### src/rtl/uart_tx_fifo.sv
// UART transmitter: byte FIFO behind a valid/ready push port, serialised as 8N1 frames on TX.
// Define UART_TX_PARITY_EN to insert an even-parity bit between the data bits and the stop bit.
module uart_tx_fifo #(
    parameter int Baudrate = 24,
    parameter int Depth    = 4
) (
    input  logic       Clk,
    input  logic       Reset,
    input  logic [7:0] Data,
    input  logic       Send,
    output logic       Ready,
    output logic       TX,
    output logic       Busy,
    output logic       Overflow
);

    localparam int AW = (Depth > 1) ? $clog2(Depth) : 1;
    localparam int CW = AW + 1;
    localparam int BW = (Baudrate > 1) ? $clog2(Baudrate) : 1;

    localparam logic [CW-1:0] FullCount = CW'(Depth);
    localparam logic [BW-1:0] BaudLast  = BW'(Baudrate - 1);

`ifdef UART_TX_PARITY_EN
    typedef enum logic [2:0] {
        IDLE,
        START,
        DATA,
        PARITY,
        STOP
    } state_t;
`else
    typedef enum logic [2:0] {
        IDLE,
        START,
        DATA,
        STOP
    } state_t;
`endif

    state_t         state;
    logic [7:0]     mem [Depth];
    logic [AW-1:0]  wr_ptr;
    logic [AW-1:0]  rd_ptr;
    logic [CW-1:0]  count;
    logic [BW-1:0]  baud_cnt;
    logic [2:0]     bit_idx;
    logic [7:0]     frame_byte;
    logic           push;
    logic           pop;
    logic           baud_last;
    logic [7:0]     fifo_head;

    assign Ready     = (count != FullCount);
    assign push      = Send && Ready;
    assign Overflow  = Send && !Ready;
    assign Busy      = (state != IDLE) || (count != '0);
    assign baud_last = (baud_cnt == BaudLast);
    assign fifo_head = mem[rd_ptr];

    // A byte leaves the FIFO only at a frame boundary: from IDLE, or at the end of a stop bit.
    assign pop = (count != '0) && ((state == IDLE) || ((state == STOP) && baud_last));

    always_ff @(posedge Clk) begin
        if (push) begin
            mem[wr_ptr] <= Data;
        end
    end

    always_ff @(posedge Clk or posedge Reset) begin
        if (Reset) begin
            wr_ptr <= '0;
            rd_ptr <= '0;
            count  <= '0;
        end else begin
            if (push) begin
                wr_ptr <= wr_ptr + AW'(1);
            end
            if (pop) begin
                rd_ptr <= rd_ptr + AW'(1);
            end
            case ({push, pop})
                2'b10:   count <= count + CW'(1);
                2'b01:   count <= count - CW'(1);
                default: count <= count;
            endcase
        end
    end

    // Baud counter restarts on every state entry; TX is registered alongside the state.
    always_ff @(posedge Clk or posedge Reset) begin
        if (Reset) begin
            state      <= IDLE;
            baud_cnt   <= '0;
            bit_idx    <= '0;
            frame_byte <= '0;
            TX         <= 1'b1;
        end else begin
            case (state)
                IDLE: begin
                    baud_cnt <= '0;
                    TX       <= 1'b1;
                    if (pop) begin
                        frame_byte <= fifo_head;
                        state      <= START;
                        TX         <= 1'b0;
                    end
                end
                START: begin
                    if (baud_last) begin
                        baud_cnt <= '0;
                        bit_idx  <= '0;
                        state    <= DATA;
                        TX       <= frame_byte[0];
                    end else begin
                        baud_cnt <= baud_cnt + BW'(1);
                    end
                end
                DATA: begin
                    if (baud_last) begin
                        baud_cnt <= '0;
                        if (bit_idx == 3'd7) begin
`ifdef UART_TX_PARITY_EN
                            state <= PARITY;
                            TX    <= ^frame_byte;
`else
                            state <= STOP;
                            TX    <= 1'b1;
`endif
                        end else begin
                            bit_idx <= bit_idx + 3'd1;
                            TX      <= frame_byte[bit_idx + 3'd1];
                        end
                    end else begin
                        baud_cnt <= baud_cnt + BW'(1);
                    end
                end
`ifdef UART_TX_PARITY_EN
                PARITY: begin
                    if (baud_last) begin
                        baud_cnt <= '0;
                        state    <= STOP;
                        TX       <= 1'b1;
                    end else begin
                        baud_cnt <= baud_cnt + BW'(1);
                    end
                end
`endif
                STOP: begin
                    if (baud_last) begin
                        baud_cnt <= '0;
                        if (pop) begin
                            frame_byte <= fifo_head;
                            state      <= START;
                            TX         <= 1'b0;
                        end else begin
                            state <= IDLE;
                            TX    <= 1'b1;
                        end
                    end else begin
                        baud_cnt <= baud_cnt + BW'(1);
                    end
                end
                default: begin
                    state    <= IDLE;
                    baud_cnt <= '0;
                    TX       <= 1'b1;
                end
            endcase
        end
    end

endmodule
### config.mk
export PLATFORM = sky130hd
export DESIGN_NAME = uart_tx_fifo
export DESIGN_NICKNAME = d
export VERILOG_FILES = /design/src/rtl/uart_tx_fifo.sv
export SDC_FILE = /design/constraint.sdc
export NUM_CORES = 1
export LEC_CHECK = 0
export CORE_MARGIN = 2
export CORE_UTILIZATION = 35
export CTS_CLUSTER_SIZE = 28
export DETAILED_ROUTE_END_ITERATION = 10
export RECOVER_POWER = 50
export SYNTH_ARGS = -nofsm -noshare
export SYNTH_HDL_FRONTEND = slang
export SYNTH_SLANG_ARGS = --single-unit
### constraint.sdc
create_clock -name Clk -period 6.5 [get_ports Clk]
set_input_delay 1.3 -clock Clk [delete_from_list [all_inputs] [get_ports Clk]]
set_output_delay 1.3 -clock Clk [all_outputs]
set_load 0.02 [all_outputs]
==> results.py <==
metrics = {
    "synthesis": {
        "ys_warn_count": 0,
        "yosys_most_used_dff": "edfxtp_1",
        "ys_seq_elements": 58,
        "synth_area_leaders": "edfxtp_1 37%, dfrtp_1 24%, mux4_2 8.6%, ha_1 5.7%, mux2_4 4.6%",
        "synth-edff-count": 32,
        "yosys.area.top_type": "edfxtp_1",
        "synthCells": 171,
        "async_reset_ff_share_pct": 44.8,
        "ys_types": 35,
        "avgSynthCellArea_um2": 15.3,
        "synth_nets": 195,
        "synth_top_area_share_pct": 36.6,
        "ys_seq_area_share_pct": 61.5,
        "syn-cell-area_um2": 2620,
    },
    "cells_and_area": {
        "syn_to_final_growth_pct": 15.8,
        "n_antenna_cell": 0,
        "final_area_um2": 3040,
        "final_util_pct": 41.9,
        "final_nets": 214,
        "drive_gt1_share_pct": 18.5,
        "final_cells": 294,
    },
    "sta": {
        "fin_crit_ns": 3.97,
        "drv_slew": 0,
        "setup_viol": 0,
        "relSlewSlack_pct": 33.5,
        "layout_setup_ws_ns": 2.53,
        "rsz0062_at_grt": "false",
        "whs_ns": 0.465,
        "hold_viol_final": 0,
        "tns_ns": 0,
        "finClkSkew_ns": 0.00682,
        "fin_crit_sh_pct": 61.1,
        "tightestPinTransition_ns": 0.996,
        "fmaxAchievable_mhz": 252,
    },
    "floorplanning": {
        "die_h_um": 90.6,
        "start_util_pct": 36.2,
        "pin_count": 15,
        "fp.dieW_um": 90.6,
        "core_um2": 7250,
        "die_area_um2": 8200,
        "core.rowCount": 31,
    },
    "detailed_routing": {
        "route.detailed.drc": 0,
        "viasPerCell": 4.75,
        "wirelength_um": 4300,
        "wire_per_inst_um": 14.6,
        "drtIter0Drc": 51,
        "antenna_left": 0,
        "num_vias": 1397,
        "first_pass_iters": 4,
    },
    "grt": {
        "track_usage_pct": 11.5,
        "antenna_found_initial": 0,
        "grt_overflow_total": 0,
        "grt_pass1_wl_um": 7310,
        "grt_pass1_vias": 1457,
        "grt_max_degree": 27,
    },
    "setup_path": {
        "cp_data_required_time_ns": 5.20,
        "crit_arrival_ns": 2.67,
        "worst_setup_path_end_kind": "output port",
        "worstSetupPathType": "in -> out",
        "max_stage_delay_ns": 0.61,
        "crit_slowest_cell": "dlygate4sd3_1",
        "path_max_fanout": 6,
        "worstPathCellList": "dlygate4sd3_1 -> and3_1 -> clkdlybuf4s50_1",
        "crit_path_start_kind": "input port",
    },
    "pwr": {
        "powerDensity_nw_per_um2": 452,
        "ir_worst_vdd_v": 0.000170,
        "fin_total_pwr_mw": 1.37,
        "leakage_nw": 1.21,
    },
    "place": {
        "gp_congestion": 0.728,
        "pre_cts_slack_ns": 2.60,
        "dp.cells": 278,
        "placed_cell_area_um2": 2850,
        "dp_hpwl_um": 2850,
        "io_buffer_count": 14,
    },
    "clocking": {
        "cts_root_buffer": "clkbuf_8",
        "cts.path.max_buffers": 2,
        "hold_buffers": 0,
        "path_clk_slew_ns": 0.07,
        "clock_sinks": 58,
        "post-cts-setup-buffer-count": 0,
        "cts-resized-gates": 0,
        "cts-htree-levels": 3,
        "numCtsBuffers": 9,
        "cts_tree": "yes",
        "clk_latency_ns": 0.33,
    },
    "hold_path": {
        "hp-class": "reg -> reg",
    },
    "status": {
        "outcome": "finished clean",
    },
    "flow_run": {
        "max-cap-violations": 0,
    },
}
## worst max-delay path: cells and delay by family
family,cells,cell delay (ns)
buf+inv,2,1.20
simple gates,1,0.17
## sequential cells by signal, indices dropped and copies added, names as in the netlist
name / flops
wr_ptr: 2
state: 2
baud_cnt: 5
TX: 1
rd_ptr: 2
mem: 32
bit_idx: 3
frame_byte: 8
count: 3
## worst paths after layout
check | startpoint | end | slack (ns) | cells past startpoint
max | Send | Overflow | 2.53 | 3
min | baud_cnt[0] | baud_cnt[0] | 0.47 | 1
max reg2reg | baud_cnt[0] | count[2] | 3.56 | 9
min reg2reg | baud_cnt[0] | baud_cnt[0] | 0.47 | 1
max in group asynchronous | Reset | rd_ptr[1] | 4.24 | 2
min in group asynchronous | Reset | baud_cnt[2] | 1.64 | 2
## cells by family after synthesis
family / synth area share (%)
AOI/OAI and AO/OA: 4.63
xor gates and xnor gates: 2.67
adders and majority gates: 6.49
buffers and inverters: 2.77
DFF: 61.5
muxes: 14.8
and+or+nand+nor: 7.20
## final cells by class
class | count | area [µm²]
Tap cell | 99 | 124
Sequential cell | 58 | 1610
Timing Repair Buffer | 14 | 140
Multi-Input combinational cell | 98 | 933
Clock inverter | 7 | 70.1
Fill cell | 676 | 4220
Clock buffer | 9 | 124
Inverter | 9 | 33.8
## cells in the mapped netlist, types with 2 or more instances
master    instances
nor3_1            4
nand4b_1          2
mux2_4            8
nor2_1            6
ha_1             12
o21ai_0           6
a22o_1            3
nand3_1           3
buf_6             2
inv_1             9
mux2_2            2
edfxtp_1         32
dfrtp_1          25
clkbuf_1          2
nand2_1          14
xnor2_1           4
mux4_2           10
and3_1            6
xor2_1            4
mux2i_1           2
## cells in the final DEF, fill, tap and decap left out, types with 2 or more instances in the layout
cell,n
edfxtp_1,32
dfrtp_1,25
nand2_1,14
ha_1,12
mux4_2,10
dlygate4sd3_1,10
inv_1,9
clkbuf_8,9
mux2_4,8
o21ai_0,6
nor2_1,6
and3_1,6
nor3_1,4
xor2_1,4
xnor2_1,4
clkdlybuf4s50_1,4
a22o_1,3
nand3_1,3
clkinvlp_4,3
mux2i_1,2
nand4b_1,2
a211oi_1,2
mux2_2,2
## routing by layer
layer	GRT usage [%]	part of all wire, %	up-vias
met5	0	0	-
met1	15.5	48	687
met4	5.77	1.4	0
li1	-	-	678
met2	17.3	47	26
met3	3.09	3.4	6
## where the power goes
part | switching (mW) | total (mW) | internal, mW
clock | 0.149 | 0.325 | 0.175
sequential | 0.0910 | 0.601 | 0.510
combinational | 0.202 | 0.448 | 0.247
Power figures use the tool's default switching activity.
